**config.mk**
```make
export PLATFORM = sky130hd
export DESIGN_NAME = tow_match_ctrl
export DESIGN_NICKNAME = d
export VERILOG_FILES = /design/src/rtl/tow_match_ctrl.sv
export SDC_FILE = /design/constraint.sdc
export NUM_CORES = 1
export LEC_CHECK = 0
export CAP_MARGIN = 15
export CORE_ASPECT_RATIO = 1.75
export CORE_UTILIZATION = 54
export CTS_BUF_LIST = sky130_fd_sc_hd__clkbuf_4
export CTS_CLUSTER_DIAMETER = 80
export DETAILED_ROUTE_END_ITERATION = 12
export PLACE_DENSITY = 0.89
export SLEW_MARGIN = 25
export SYNTH_ARGS = -nofsm -noshare
export SYNTH_HDL_FRONTEND = slang
export SYNTH_SLANG_ARGS = --single-unit
```
**constraint.sdc**
```tcl
create_clock -name clk -period 2.1 [get_ports clk]
set_input_delay 0.315 -clock clk [delete_from_list [all_inputs] [get_ports clk]]
set_output_delay 0.315 -clock clk [all_outputs]
set_load 0.01 [all_outputs]
```
**src/rtl/tow_match_ctrl.sv**
```systemverilog
`timescale 1ns/1ps
// Match sequencer for the tug-of-war playfield: runs best-of-N rounds, gates key
// edges into the playfield during play, keeps score and declares the winner.
//
// state      | meaning
// ST_IDLE    | waiting for start, playfield held at centre
// ST_CD      | playfield held at centre, countdown running to open play
// ST_PLAY    | play window open, key rising edges forwarded as press pulses
// ST_RND_END | round decided, final LED position frozen for HOLD_CYCLES
// ST_OVER    | match decided, winner shown until the next start
module tow_match_ctrl #(
   parameter int WIN_ROUNDS       = 3,
   parameter int COUNTDOWN_CYCLES = 4,
   parameter int HOLD_CYCLES      = 2
) (
   input  logic       clk,
   input  logic       reset_n,
   input  logic       start,
   input  logic       key_l,
   input  logic       key_r,
   input  logic       field_win_l,
   input  logic       field_win_r,
   output logic       field_clr,
   output logic       field_en,
   output logic       press_l,
   output logic       press_r,
   output logic [2:0] score_l,
   output logic [2:0] score_r,
   output logic [3:0] countdown,
   output logic       match_over,
   output logic [1:0] match_winner
);

   typedef enum logic [2:0] {
      ST_IDLE    = 3'd0,
      ST_CD      = 3'd1,
      ST_PLAY    = 3'd2,
      ST_RND_END = 3'd3,
      ST_OVER    = 3'd4
   } state_t;

   localparam logic [3:0] CD_LOAD   = 4'(COUNTDOWN_CYCLES);
   localparam logic [3:0] HOLD_LOAD = 4'(HOLD_CYCLES);
   localparam logic [2:0] WIN_SCORE = 3'(WIN_ROUNDS);

   state_t     state_q, state_d;
   logic [3:0] countdown_q, countdown_d;
   logic [3:0] hold_q, hold_d;
   logic [2:0] score_l_q, score_l_d;
   logic [2:0] score_r_q, score_r_d;
   logic [1:0] match_winner_q, match_winner_d;
   logic       key_l_hist_q, key_l_hist_d;
   logic       key_r_hist_q, key_r_hist_d;
   logic       field_clr_q, field_clr_d;
   logic       field_en_q, field_en_d;
   logic       press_l_q, press_l_d;
   logic       press_r_q, press_r_d;
   logic       match_over_q, match_over_d;

   logic       edge_l, edge_r;
   logic       any_win, win_l_only, win_r_only;
   logic       left_done, right_done;

   always_comb begin
      edge_l     = key_l & ~key_l_hist_q;
      edge_r     = key_r & ~key_r_hist_q;
      any_win    = field_win_l | field_win_r;
      win_l_only = field_win_l & ~field_win_r;
      win_r_only = field_win_r & ~field_win_l;
      left_done  = (score_l_q == WIN_SCORE);
      right_done = (score_r_q == WIN_SCORE);
   end

   always_comb begin
      state_d        = state_q;
      countdown_d    = countdown_q;
      hold_d         = hold_q;
      score_l_d      = score_l_q;
      score_r_d      = score_r_q;
      match_winner_d = match_winner_q;
      press_l_d      = 1'b0;
      press_r_d      = 1'b0;
      // Edge history runs in every state so a key held into PLAY never pulses.
      key_l_hist_d   = key_l;
      key_r_hist_d   = key_r;

      case (state_q)
         ST_IDLE: begin
            if (start) begin
               state_d     = ST_CD;
               countdown_d = CD_LOAD;
            end
         end
         ST_CD: begin
            if (countdown_q <= 4'd1) begin
               state_d     = ST_PLAY;
               countdown_d = 4'd0;
            end else begin
               countdown_d = countdown_q - 4'd1;
            end
         end
         ST_PLAY: begin
            if (any_win) begin
               state_d = ST_RND_END;
               hold_d  = HOLD_LOAD;
               if (win_l_only && (score_l_q < WIN_SCORE)) begin
                  score_l_d = score_l_q + 3'd1;
               end
               if (win_r_only && (score_r_q < WIN_SCORE)) begin
                  score_r_d = score_r_q + 3'd1;
               end
            end else begin
               press_l_d = edge_l;
               press_r_d = edge_r;
            end
         end
         ST_RND_END: begin
            if (hold_q <= 4'd1) begin
               hold_d = 4'd0;
               if (left_done || right_done) begin
                  state_d        = ST_OVER;
                  match_winner_d = left_done ? 2'b01 : 2'b10;
               end else begin
                  state_d     = ST_CD;
                  countdown_d = CD_LOAD;
               end
            end else begin
               hold_d = hold_q - 4'd1;
            end
         end
         ST_OVER: begin
            if (start) begin
               state_d        = ST_CD;
               countdown_d    = CD_LOAD;
               score_l_d      = 3'd0;
               score_r_d      = 3'd0;
               match_winner_d = 2'b00;
            end
         end
         default: begin
            state_d = ST_IDLE;
         end
      endcase

      field_clr_d  = (state_d == ST_IDLE) || (state_d == ST_CD);
      field_en_d   = (state_d == ST_PLAY);
      match_over_d = (state_d == ST_OVER);
   end

   always_ff @(posedge clk or negedge reset_n) begin
      if (!reset_n) begin
         state_q        <= ST_IDLE;
         countdown_q    <= 4'd0;
         hold_q         <= 4'd0;
         score_l_q      <= 3'd0;
         score_r_q      <= 3'd0;
         match_winner_q <= 2'b00;
         key_l_hist_q   <= 1'b0;
         key_r_hist_q   <= 1'b0;
         field_clr_q    <= 1'b1;
         field_en_q     <= 1'b0;
         press_l_q      <= 1'b0;
         press_r_q      <= 1'b0;
         match_over_q   <= 1'b0;
      end else begin
         state_q        <= state_d;
         countdown_q    <= countdown_d;
         hold_q         <= hold_d;
         score_l_q      <= score_l_d;
         score_r_q      <= score_r_d;
         match_winner_q <= match_winner_d;
         key_l_hist_q   <= key_l_hist_d;
         key_r_hist_q   <= key_r_hist_d;
         field_clr_q    <= field_clr_d;
         field_en_q     <= field_en_d;
         press_l_q      <= press_l_d;
         press_r_q      <= press_r_d;
         match_over_q   <= match_over_d;
      end
   end

   assign field_clr    = field_clr_q;
   assign field_en     = field_en_q;
   assign press_l      = press_l_q;
   assign press_r      = press_r_q;
   assign score_l      = score_l_q;
   assign score_r      = score_r_q;
   assign countdown    = countdown_q;
   assign match_over   = match_over_q;
   assign match_winner = match_winner_q;

endmodule
```
==> impl_metrics.json, run 1 <==
{
  "ys_warn_count": 0,
  "clock_skew_ps": 4.11,
  "layout.cells.non_filler": 183,
  "die_w_um": 40.8,
  "yosys.area_share.xor_xnor": 0,
  "critPathSlowestCell": "dfrtp_1",
  "via_per_inst": 5.90,
  "cts_setup_buffers": 0,
  "rsz0062_at_grt": "false",
  "drv_slew": 0,
  "power.leakage_nw": 0.773,
  "ctsRootBufferMaster": "clkbuf_4",
  "fin_ws_ps": 234,
  "drcViolationCount": 0,
  "drive_gt1_frac": 0.146,
  "cts_tree": "done",
  "synth-seq-cells": 26,
  "nFillCells": 187,
  "regToRegSetupSlack_ps": 230,
  "worst_setup_path_end_kind": "flip-flop",
  "vias": 1080,
  "fin_area_sq_um": 1740,
  "fin_nets": 173,
  "finalHoldViolations": 0,
  "ff_latch_area_sq_um": 652,
  "r2r-start": "score_l[0]$_DFFE_PN0P_",
  "status": "complete, no violations",
  "yosys.area_share.simple": 0.186,
  "grt_overflow": 0,
  "max_freq_mhz": 536,
  "synth-adder-area-share": 0.0705,
  "timing.slew.headroom": 0.706,
  "dp_hpwl_mm": 2.28,
  "portBuffers": 23,
  "ctsResizeCount": 0,
  "clockBufferDepth": 2,
  "grt_usage": 0.243,
  "clk_latency_ps": 320,
  "grt_pass1_vias": 1098,
  "synth_top_area_share": 0.441,
  "synth_flop_cell": "dfrtp_1",
  "slowest_delay_ps": 440,
  "synth_cell_type_count": 39,
  "core_sq_um": 2490,
  "fin_crit_ps": 1870,
  "die_area_sq_um": 2840,
  "synth_most_common_cell": "dfrtp_1",
  "finalSetupTns_ps": 0,
  "drt_wl_total_mm": 2.93,
  "synth_compound_area_frac": 0.181,
  "seq_area_frac_synth": 0.459,
  "syn_area_sq_um": 1420,
  "timing.rr.end": "match_winner[0]$_DFFE_PN0P_",
  "num_io_pins": 24,
  "synthMuxAreaShare": 0.0635,
  "synth-edff-count": 0,
  "syn-mean-instance-area_sq_um": 11.0,
  "finalSetupViolCount": 0,
  "place_area_sq_um": 1690,
  "ys_async_sr_fraction": 1.00,
  "cts_buffers": 3,
  "cp-start-kind": "flip-flop",
  "drt_first_pass_iters": 4,
  "globalplace.congestion": 0.769,
  "start_util": 0.569,
  "clock_sinks": 26,
  "post-place-ws_ps": 182,
  "insertedDiodeCount": 0,
  "cap_violations": 0,
  "wl_per_cell_um": 16.0,
  "crit_chain": "ha_1, ha_1, nor2_1, nor4_1, o21ai_0, a22o_1",
  "power.density_nw_per_um2": 1570,
  "postCtsHoldBufs": 0,
  "area_growth_pct": 22.5,
  "yosysTopAreaCell": "dfrtp_1",
  "clk_pin_slew_ps": 140,
  "dp_cells": 179,
  "path_class": "flip-flop to flip-flop",
  "hp-class": "input pin to async pin",
  "rows": 24,
  "power.total_w": 0.00273,
  "htree_levels": 1,
  "peakVddDrop_uv": 1040,
  "drt-initial-drc-count": 26,
  "rr_worst_depth": 6,
  "synth_area_leaders": "dfrtp_1 44%, ha_1 7.1%, mux2_4 6.3%",
  "worst-slew-pin-transition_ps": 437,
  "multi_input_area_sq_um": 711,
  "synth_top_family_by_area": "simple AND/OR/NAND/NOR gates",
  "die_y_um": 69.8,
  "critPathRequiredTime_ps": 2320,
  "grt_max_degree": 27,
  "timing.final.crit_share": 0.889,
  "synth_common_cells": "25 x dfrtp_1, 12 x nor2_1, 10 x inv_1",
  "worst_ep_arrival_time_ps": 2090,
  "path_max_fanout": 5,
  "postRouteAntennaNets": 0,
  "cpMostUsedCell": "ha_1",
  "syn_inst": 129,
  "grt_pass1_wl_mm": 4.82,
  "synth_nets": 144,
  "antenna_found_initial": 0
}
## metal layers
layer,global-route usage,vias to the layer above,part of all wire
li1,-,523,-
met4,0.130,0,0.029
met5,0,-,0
met1,0.262,516,0.38
met3,0.0256,11,0.023
met2,0.418,30,0.57
## flip-flops by register name, summed over array words and instances, names as in the netlist
name          flops
press_r           1
match_over        1
key_l_hist_q      1
score_r           3
field_en          1
key_r_hist_q      1
hold_q            4
press_l           1
field_clr         1
match_winner      2
score_l           3
state_q           3
countdown         4
## power breakdown
part	internal (W)	switching, W
registers	0.000697	0.000240
clock network	0.000193	0.000145
logic	0.000764	0.000692
## critical path: cells and delay by family, from the launching register on
family	cells	cell delay (ps)
fa+ha+maj	2	370
compound gates	2	420
simple gates	2	540
flops	1	440
## cells in the final DEF (no fill, tap or decap), drive strengths merged, types with 2 or more instances in the layout
| cell type | n |
|---|---|
| dfrtp | 25 |
| clkdlybuf4s50 | 23 |
| nor2 | 12 |
| inv | 10 |
| nand2 | 9 |
| ha | 8 |
| o21ai | 7 |
| mux2 | 6 |
| nor3b | 5 |
| o2bb2ai | 4 |
| nand2b | 3 |
| o22ai | 3 |
| nor2b | 3 |
| clkbuf | 3 |
| buf | 3 |
| a21oi | 3 |
| or2 | 2 |
| nor4 | 2 |
| a2bb2oi | 2 |
| o31ai | 2 |
| a21o | 2 |
| o21bai | 2 |
| nor3 | 2 |
| nand3 | 2 |
## worst max-delay path by stage
stage                                 from                          end  depth (start not counted)
CTS                 score_l[0]$_DFFE_PN0P_  match_winner[0]$_DFFE_PN0P_                          6
finish              score_l[0]$_DFFE_PN0P_  match_winner[0]$_DFFE_PN0P_                          6
global placement                     start       score_l[1]$_DFFE_PN0P_                          5
global route        score_l[0]$_DFFE_PN0P_  match_winner[0]$_DFFE_PN0P_                          6
detailed placement                   start       score_r[1]$_DFFE_PN0P_                          5
floorplan             state_q[0]$_DFF_PN0_       score_r[0]$_DFFE_PN0P_                          5
## layout make-up
cell class / count / area share
Sequential cell: 26 / 0.375
Clock buffer: 3 / 0.0130
Timing Repair Buffer: 26 / 0.145
Inverter: 10 / 0.0216
Multi-Input combinational cell: 91 / 0.409
Tap cell: 26 / 0.0187
Clock inverter: 1 / 0.0173
## cell families (layout without fill, tap and decap cells)
group	after synthesis	count (layout)
flops	26	26
compound gates	32	32
simple gates	45	45
mux	6	6
fa+ha+maj	8	8
buf+inv	12	40
## metrics by stage
step / hold WS [ps] / utilization
2_1_floorplan: 19.4 / -
3_3_place_gp: 387 / 0.676
3_5_place_dp: 396 / 0.676
4_1_cts: 351 / 0.697
5_1_grt: 369 / 0.697
6_report: 337 / 0.697
Note: power is estimated with default switching activity, not from simulation.
==> run 2, diff against run 1 <==
--- a/config.mk
+++ b/config.mk
@@ -6,12 +6,14 @@
 export NUM_CORES = 1
 export LEC_CHECK = 0
 export CAP_MARGIN = 15
+export CELL_PAD_IN_SITES_DETAIL_PLACEMENT = 1
+export CELL_PAD_IN_SITES_GLOBAL_PLACEMENT = 1
 export CORE_ASPECT_RATIO = 1.75
-export CORE_UTILIZATION = 54
+export CORE_UTILIZATION = 43
 export CTS_BUF_LIST = sky130_fd_sc_hd__clkbuf_4
 export CTS_CLUSTER_DIAMETER = 80
 export DETAILED_ROUTE_END_ITERATION = 12
-export PLACE_DENSITY = 0.89
+export PLACE_DENSITY = 0.9
 export SLEW_MARGIN = 25
 export SYNTH_ARGS = -nofsm -noshare
 export SYNTH_HDL_FRONTEND = slang
==> run 2 against run 1 <==
  * Sequential share of layout area shrank 0.45 points
  * Register-to-register slack gained 30 ps
  * Clock power grew 5%
  * Flip-flop and latch count is the same
  * Critical path type unchanged
  * Die area grew 25%
  * Routed wire length grew 16%
  * Largest cell class unchanged
  * Hold slack lost 9.2 ps
  * Final area grew 1.2%
  * Cell count grew 9.3%
==> impl_metrics.json, run 2 (synthesis gave the netlist of run 1 again) <==
{
  "status": "complete, no violations",
  "power.density_nw_per_um2": 1580,
  "drv_slew": 0,
  "portBuffers": 23,
  "worst-slew-pin-transition_ps": 439,
  "ctsRootBufferMaster": "clkbuf_4",
  "path_max_fanout": 5,
  "mostFrequentLayoutCells": "25 x dfrtp_1, 23 x clkdlybuf4s50_1, 12 x nor2_1",
  "layout_commonest_cell": "dfrtp_1",
  "grt_pass1_vias": 1216,
  "cts_buffers": 3,
  "finalHoldViolations": 0,
  "rr_worst_depth": 6,
  "hp-class": "input pin to async pin",
  "cp-start-kind": "flip-flop",
  "rows": 27,
  "vias": 1103,
  "fin_ws_ps": 263,
  "path_class": "flip-flop to flip-flop",
  "postRouteAntennaNets": 0,
  "final_core_util": 0.560,
  "power.leakage_nw": 0.773,
  "grt_pass1_wl_mm": 5.77,
  "insertedDiodeCount": 0,
  "drt-initial-drc-count": 18,
  "clock_skew_ps": 2.76,
  "grt_max_degree": 27,
  "wl_per_cell_um": 17.1,
  "area_growth_pct": 24.0,
  "num_io_pins": 24,
  "peakVddDrop_uv": 760,
  "dp_hpwl_mm": 2.54,
  "start_util": 0.452,
  "core_sq_um": 3140,
  "rsz0062_at_grt": "false",
  "critPathRequiredTime_ps": 2340,
  "die_area_sq_um": 3540,
  "grt_overflow": 0,
  "timing.final.crit_share": 0.875,
  "timing.rr.end": "match_winner[0]$_DFFE_PN0P_",
  "slowest_delay_ps": 450,
  "postCtsHoldBufs": 0,
  "clk_pin_slew_ps": 150,
  "post-place-ws_ps": 174,
  "via_per_inst": 5.52,
  "multi_input_area_sq_um": 711,
  "clock_sinks": 26,
  "crit_end": "match_winner[0]$_DFFE_PN0P_",
  "worst_ep_arrival_time_ps": 2080,
  "worst_setup_path_end_kind": "flip-flop",
  "drive_gt1_frac": 0.146,
  "globalplace.congestion": 0.810,
  "timing.slew.headroom": 0.707,
  "finalSetupViolCount": 0,
  "fin_crit_ps": 1840,
  "cpMostUsedCell": "ha_1",
  "htree_levels": 1,
  "drt_first_pass_iters": 4,
  "drcViolationCount": 0,
  "cts_tree": "done",
  "cap_violations": 0,
  "regToRegSetupSlack_ps": 260,
  "ff_latch_area_sq_um": 652,
  "ctsResizeCount": 0,
  "r2r-start": "score_l[0]$_DFFE_PN0P_",
  "die_w_um": 45.4,
  "clk_latency_ps": 330,
  "clockBufferDepth": 2,
  "fin_nets": 173,
  "critPathSlowestCell": "dfrtp_1",
  "nFillCells": 344,
  "max_freq_mhz": 544,
  "crit_chain": "ha_1, ha_1, nor2_1, nor4_1, o21ai_0, a22o_1",
  "die_y_um": 78.0,
  "drt_wl_total_mm": 3.41,
  "antenna_found_initial": 0,
  "cts_setup_buffers": 0,
  "finalSetupTns_ps": 0,
  "critical_path.startpoint": "score_l[0]$_DFFE_PN0P_",
  "grt_usage": 0.222
}
run 2: routing by layer:
| metal | up-vias | routed length, um | track usage |
|---|---|---|---|
| li1 | 518 | - | - |
| met1 | 552 | 1260 | 0.245 |
| met2 | 25 | 2010 | 0.410 |
| met3 | 8 | 76 | 0.0140 |
| met4 | 0 | 72 | 0.0818 |
| met5 | - | 0 | 0 |
run 2: area by class of cell:
| cell class | count | area share |
|---|---|---|
| clock buffer | 3 | 0.0128 |
| tap | 43 | 0.0306 |
| timing repair buffer | 26 | 0.144 |
| inverter | 10 | 0.0213 |
| clock inverter | 1 | 0.0171 |
| sequential | 26 | 0.371 |
| multi-input combinational | 91 | 0.404 |
run 2: worst min-delay path by stage:
stage | start | depth (start not counted) | to | slack [ps]
after global placement | key_l_hist_q$_DFF_PN0_ | 1 | press_l$_DFF_PN0_ | 390
after floorplan | reset_n | 0 | countdown[0]$_DFFE_PN0P_ | 20
after global routing | reset_n | 2 | hold_q[3]$_DFFE_PN0P_ | 350
after CTS | reset_n | 2 | hold_q[3]$_DFFE_PN0P_ | 330
after detailed placement | key_r_hist_q$_DFF_PN0_ | 1 | press_r$_DFF_PN0_ | 390
final | reset_n | 2 | hold_q[3]$_DFFE_PN0P_ | 330
run 2: stage by stage:
step                      power [W]  cells  hold slack [ps]  instance area [sq um]
after floorplan             0.00189    129             19.4                   1420
after global placement      0.00232    196              388                   1710
after detailed placement    0.00244    196              393                   1710
after CTS                   0.00281    200              332                   1760
after global routing        0.00299    200              347                   1760
final                       0.00279    200              328                   1760
run 2: power by group:
group	total, W	leakage [nW]	switching (W)	internal (W)
sequential	0.000948	0.325	0.000251	0.000697
combinational	0.00149	0.421	0.000722	0.000763
clock	0.000354	0.0279	0.000160	0.000193
run 2: critical path: cells and delay by family, from the launching register on:
kind	cells	cell delay (ps)
flops	1	450
simple gates	2	530
compound gates	2	390
fa+ha+maj	2	380
